## src/rtl/v_table_ctrl_pkg.sv

```systemverilog
// Shared types and constants for the state table and its controller.
package v_pkg;

  localparam int unsigned CONTEXT_N = 64;

  typedef logic [$clog2(CONTEXT_N)-1:0] addr_t;
  typedef logic [7:0]                   state_t;

  localparam state_t INIT_VAL = '0;

  typedef enum logic [1:0] {
    IDLE  = 2'd0,
    DRAIN = 2'd1,
    INIT  = 2'd2
  } tbl_ctrl_state_t;

endpackage

```

## src/rtl/v_table_ctrl.sv

```systemverilog
// State-table lifecycle controller: init sweep, pre-sweep pipeline drain,
// and arbitration of the shared table write port.
module v_table_ctrl
  import v_pkg::*;
#(
  parameter int unsigned  N        = CONTEXT_N,
  parameter int unsigned  W        = $bits(state_t),
  parameter logic [W-1:0] INIT_VAL = '0
) (
  input  logic                 clk,
  input  logic                 rst,
  input  logic                 i_init_req,
  input  logic [3:0]           i_pipe_vld,
  input  logic                 i_state_wen,
  input  logic [$clog2(N)-1:0] i_state_waddr,
  input  logic [W-1:0]         i_state_wdata,
  output logic                 o_wen,
  output logic [$clog2(N)-1:0] o_waddr,
  output logic [W-1:0]         o_wdata,
  output logic                 o_upd_accept,
  output logic                 o_lut_accept,
  output logic                 o_busy_r,
  output logic                 o_init_done_r,
  output logic                 o_wr_drop_r
);

  localparam int unsigned     AW   = $clog2(N);
  localparam logic [AW-1:0]   LAST = AW'(N - 1);

  tbl_ctrl_state_t state_r;
  tbl_ctrl_state_t state_nxt;
  logic [AW-1:0]   cnt_r;
  logic            sweep_last;

  assign sweep_last = (state_r == INIT) && (cnt_r == LAST);

  always_comb begin
    state_nxt = state_r;
    case (state_r)
      IDLE:    if (i_init_req) state_nxt = DRAIN;
      // The cycle that sees an empty pipeline still carries no write, so
      // leaving here cannot cut off an in-flight write-back.
      DRAIN:   if ((i_pipe_vld == 4'd0) && !i_state_wen) state_nxt = INIT;
      INIT:    if (cnt_r == LAST) state_nxt = IDLE;
      default: state_nxt = INIT;
    endcase
  end

  always_ff @(posedge clk) begin
    if (rst) begin
      state_r       <= INIT;
      cnt_r         <= '0;
      o_busy_r      <= 1'b1;
      o_init_done_r <= 1'b0;
      o_wr_drop_r   <= 1'b0;
    end else begin
      state_r       <= state_nxt;
      o_busy_r      <= (state_nxt != IDLE);
      o_init_done_r <= sweep_last;
      // Explicit wrap keeps the counter in range for non-power-of-two N.
      if (state_r == INIT)
        cnt_r <= (cnt_r == LAST) ? '0 : cnt_r + 1'b1;
      else
        cnt_r <= '0;
      if ((state_r == INIT) && i_state_wen)
        o_wr_drop_r <= 1'b1;
    end
  end

  always_comb begin
    o_wen   = 1'b0;
    o_waddr = i_state_waddr;
    o_wdata = i_state_wdata;
    if (!rst) begin
      if (state_r == INIT) begin
        o_wen   = 1'b1;
        o_waddr = cnt_r;
        o_wdata = INIT_VAL;
      end else begin
        o_wen   = i_state_wen;
      end
    end
  end

  assign o_upd_accept = (state_r == IDLE) && !i_init_req && !rst;
  assign o_lut_accept = o_upd_accept;

endmodule

```

## config.mk

```make
export PLATFORM = sky130hd
export DESIGN_NAME = v_table_ctrl
export DESIGN_NICKNAME = d
export VERILOG_FILES = /design/src/rtl/v_table_ctrl_pkg.sv /design/src/rtl/v_table_ctrl.sv
export SDC_FILE = /design/constraint.sdc
export NUM_CORES = 1
export LEC_CHECK = 0
export ABC_AREA = 1
export CAP_MARGIN = 30
export CORE_ASPECT_RATIO = 1.25
export CORE_MARGIN = 5
export CORE_UTILIZATION = 31
export DETAILED_ROUTE_END_ITERATION = 16
export PLACE_DENSITY_LB_ADDON = 0.3
export SLEW_MARGIN = 20
export SYNTH_ARGS = -nofsm -noshare
export SYNTH_HDL_FRONTEND = slang
export SYNTH_SLANG_ARGS = --single-unit
export TNS_END_PERCENT = 20
```

## constraint.sdc

```tcl
create_clock -name clk -period 1.08 [get_ports clk]
set_clock_uncertainty 0.05 [all_clocks]
set_input_delay 0.216 -clock clk [delete_from_list [all_inputs] [get_ports clk]]
set_output_delay 0.216 -clock clk [all_outputs]
set_load 0.05 [all_outputs]
```

Word-level counts from Yosys, hierarchy flattened
Cells that the tools add are included.
{"block": "op_classes", "n_bitwise": 1, "eq_ne": 3, "mux": 10, "reduce_logical": 12, "add_sub_neg": 1}
{"cell": "2-to-1 mux 8 bit", "n": 2}
{"cell": "2-to-1 mux 6 bit", "n": 2}
{"cell": "adder 6 x 1 -> 6 bit, second input constant", "n": 1}
{"cell": "== test 6 bit, second input constant", "n": 1}
{"cell": "2-to-1 mux 2 bit", "n": 3}
{"cell": "case mux 2 bit (3 select lines)", "n": 1}
{"cell": "logical AND 1 bit", "n": 5}
{"cell": "logical NOT 4 bit", "n": 1}
{"cell": "logical NOT 1 bit", "n": 3}
{"cell": "OR reduction 3 bit", "n": 1}
{"cell": "== test 2 x 1 -> 1 bit, second input constant", "n": 1}
{"cell": "== test 2 bit, second input constant", "n": 1}
{"cell": "logical NOT 2 bit", "n": 1}
{"cell": "2-to-1 mux 1 bit", "n": 2}
{"cell": "nonzero test 2 bit", "n": 1}
{"cell": "NOT 1 bit", "n": 1}
{"block": "word_totals", "out_inout_bits": 20, "regBits": 11, "wordCells": 32}

Longest topological paths before layout
{"block": "depth", "ltp_word": 5, "ltp_mapped": 6, "ltp_nobuf": 6}

Worst setup path before layout
Ideal clock, no wire load.
{"block": "synth_timing", "kind": "register to output", "start": "register state_r[0]", "end": "output port o_upd_accept", "setup_slack_ns": -0.736, "stages_incl_launch_ff": 5, "arrival_time_ns": 1.550, "required_time_ns": 0.814, "n_path_buf": 1, "path_cell_list": "dfxtp_1 nor2_4 nand2_1 nor2_1 buf_4"}
{"block": "synth_via", "elab_chain_len": 3}
{"item": "start: declaration", "line_no": "v_table_ctrl.sv:30", "text": "tbl_ctrl_state_t state_r;"}
{"item": "start signal: assignment", "line_no": "v_table_ctrl.sv:57", "text": "state_r <= state_nxt;"}
{"item": "logical NOT 2 bit", "line_no": "v_table_ctrl.sv:85", "text": "assign o_upd_accept = (state_r == IDLE) && !i_init_req && !rst;"}
{"item": "logical AND 1 bit (2 in a row)", "line_no": "v_table_ctrl.sv:85"}
{"item": "end: declaration", "line_no": "v_table_ctrl.sv:20", "text": "output logic o_upd_accept,"}
No other way between the ends.

Worst setup path after layout
{"block": "layout_timing", "start": "register state_r[0]", "end": "output port o_waddr[0]"}
{"block": "layout_via", "elab_chain_len": 3}
{"item": "== test 2 bit", "line_no": "v_table_ctrl.sv:75", "text": "if (state_r == INIT) begin"}
{"item": "2-to-1 mux 6 bit", "line_no": "v_table_ctrl.sv:75"}
{"item": "2-to-1 mux 6 bit", "line_no": "v_table_ctrl.sv:74", "text": "if (!rst) begin"}
{"item": "end: declaration", "line_no": "v_table_ctrl.sv:18", "text": "output logic [$clog2(N)-1:0] o_waddr,"}
No other way between the ends.

==> impl_metrics.tcl <==
set metrics [dict create \
    syn_area_um2 639 \
    dr_total_vias 781 \
    wl_mm 1.91 \
    hp-start "cnt_r[0]" \
    seqCellArea_um2 228 \
    p_leak_nw 0.700 \
    crit_required_ns 0.81 \
    synth.ff_latch_count 11 \
    fin_crit_ns 1.53 \
    finalNetCount 172 \
    io_buffers 41 \
    syn_avg_cell_area_um2 6.73 \
    ys_seq_area_frac 0.344 \
    worst_setup_path_end_kind "output port" \
    dp_cells 164 \
    synth_fp_nets 118 \
    multiInputGateArea_um2 473 \
    root_buffer "clkbuf_4" \
    grt.total_usage 0.133 \
    dieHeight_um 60.8 \
    tritoncts "done" \
    die_area_um2 3080 \
    numClockSinks 11 \
    failed_checks "setup timing" \
    synth_warnings 0 \
    antenna_found_initial 0 \
    rows 18 \
    hp-class "reg -> reg" \
    htreeDepth 1 \
    holdWs_ns 0.398 \
    place.gp.congestion 0.732 \
    placed_cell_area_um2 1460 \
    finalSetupViolCount 20 \
    hold_viol 0 \
    yosys.area.top_type "dfxtp_1" \
    status "finished, violations left" \
    io_pins 42 \
    slew_viol_final 0 \
    layout.cells.non_filler 168 \
    die_x_um 50.6 \
    slew_headroom 0.878 \
    clockBufferDepth 2 \
    postCtsHoldBufs 0 \
    drc 0 \
    cts_setup_buffers 0 \
    power.density_cell_area_nw_per_um2 819 \
    grt_pass1_wl_mm 3.22 \
    rr_worst_depth 6 \
    postLayoutCellArea_um2 1530 \
    clock.fmax_mhz 653 \
    finalSetupTns_ns -7.19 \
    synth_top_area_share 0.344 \
    drive_gt1_frac 0.480 \
    num_antenna_cells 0 \
    rsz0062_at_grt "yes" \
    ys_top_cells_by_area "dfxtp_1 (34%), nor2_1 (13%), inv_1 (10%), nand2_1 (10%), buf_6 (3.5%)" \
    crit_fanout 5 \
    vdd_ir_drop_max_mv 0.777 \
    synth_cell_type_count 22 \
    wl_per_cell_um 11.4 \
    clk_pin_slew_ns 0.07 \
    grt_pass1_vias 809 \
    crit_type "reg -> out" \
    ff2ff_setup_slack_ns -0.09 \
    drt_iter0_drc 9 \
    worstMarginPinSlew_ns 0.182 \
    clk_latency_ns 0.26 \
    worst_r2r_endpoint "cnt_r[4]" \
    drv_cap 0 \
    min_to "cnt_r[0]" \
    fillers 137 \
    cp-start-kind "flip-flop" \
    cts_buffers 3 \
    core_area_um2 1980 \
    gr-total-overflow 0 \
    worstPathArrival_ns 1.27 \
    start_util 0.323 \
    via_per_inst 4.65 \
    syn-instance-count 95 \
    grt_max_degree 9 \
    area_growth_syn_to_layout_pct 139 \
    ant_nets 0 \
    hold_depth 1 \
    setup_ws_ns -0.451 \
    post-route-period-util 1.42 \
    rr_startpoint "cnt_r[0]" \
    place_hpwl_mm 1.63 \
    dr.pass1.iters 3 \
]
## worst max path at each step
| stage | depth (start not counted) | slack [ns] | to | start |
|---|---|---|---|---|
| after floorplan | 4 | -0.22 | o_upd_accept | state_r[0] |
| after global placement | 7 | -0.58 | o_waddr[0] | rst |
| after detailed placement | 7 | -0.60 | o_waddr[3] | rst |
| after CTS | 6 | -0.49 | o_waddr[0] | state_r[0] |
| after global routing | 6 | -0.55 | o_waddr[0] | state_r[0] |
| final | 6 | -0.45 | o_waddr[0] | state_r[0] |
## cell type report
| type | count | share of cell area |
|---|---|---|
| clock buffer | 4 | 0.0172 |
| inverter | 19 | 0.0482 |
| multi-input combinational | 62 | 0.309 |
| sequential | 11 | 0.149 |
| tap | 20 | 0.0164 |
| timing repair buffer | 52 | 0.460 |
## report_power, final
part	switching, mW	internal [mW]
clock network	0.128	0.142
logic	0.266	0.282
registers	0.0155	0.420
## stage by stage
stage                util  setup WS, ns  total power, mW
global route        0.772        -0.554             1.32
CTS                 0.753        -0.491             1.25
global placement    0.734        -0.577            0.973
detailed placement  0.734        -0.600            0.980
finish              0.772        -0.451             1.25
floorplan               -        -0.224            0.691
## critical path, stage by stage, from the launching register on
cell	delay (ns)
dfxtp_2	0.34
nor2_4	0.11
nand2_4	0.08
or2_0	0.19
o21ai_1	0.07
inv_1	0.08
buf_12	0.15
## state kept, by name, indices dropped and copies added (netlist names)
| name | cells |
|---|---|
| cnt_r | 6 |
| state_r | 2 |
| o_busy_r | 1 |
| o_init_done_r | 1 |
| o_wr_drop_r | 1 |
## routing by layer
metal  track usage  share of wire  up-vias
met5             0              0        -
met4        0.0438          0.023        0
met3        0.0270           0.10        5
met2         0.271           0.54       37
met1         0.128           0.34      349
li1              -              -      390
## cells in the final DEF, fill, tap and decap left out
master / instances
buf_12: 21
clkdlybuf4s50_1: 20
dfxtp_4: 1
nor2_1: 13
o21ai_4: 2
inv_4: 1
nand3_1: 3
a21oi_2: 1
buf_4: 10
nand2_2: 7
o21ai_0: 1
nand2_4: 6
o21ai_1: 1
xnor2_1: 1
dfxtp_1: 7
nor2_4: 11
or2_0: 1
o21ai_2: 1
clkbuf_4: 3
a21oi_1: 1
ha_4: 1
dlygate4sd2_1: 1
xor2_1: 1
clkbuf_1: 1
o21bai_2: 1
inv_1: 17
nand2_1: 8
nor3b_2: 1
dfxtp_2: 3
inv_2: 1
o22ai_1: 1
## what timing repair did
item                                   CTS  global route
pin swaps                                3             2
setup endpoints to repair               26            27
gates resized for setup                  6            10
endpoints found under the hold margin    0             0
## logic make-up (layout without fill, tap and decap cells)
kind of cell | count (synthesis) | in the layout | synth area share
AOI/OAI and AO/OA | 9 | 9 | 0.0822
DFF | 11 | 11 | 0.344
buffers and inverters | 22 | 75 | 0.162
adders and majority gates | 1 | 1 | 0.0196
xor gates and xnor gates | 2 | 2 | 0.0274
and+or+nand+nor | 50 | 50 | 0.364
## synthesized netlist by cell type
master    instances
a21oi_1           2
buf_4             1
buf_6             2
dfxtp_1          11
ha_1              1
inv_1            17
inv_2             1
inv_4             1
nand2_1          17
nand2_2           3
nand2_4           1
nand3_1           3
nor2_1           22
nor2_4            2
nor3b_2           1
o21ai_0           2
o21ai_1           3
o21bai_2          1
o22ai_1           1
or2_0             1
xnor2_1           1
xor2_1            1
No activity file was read; power rests on OpenSTA's default activity.
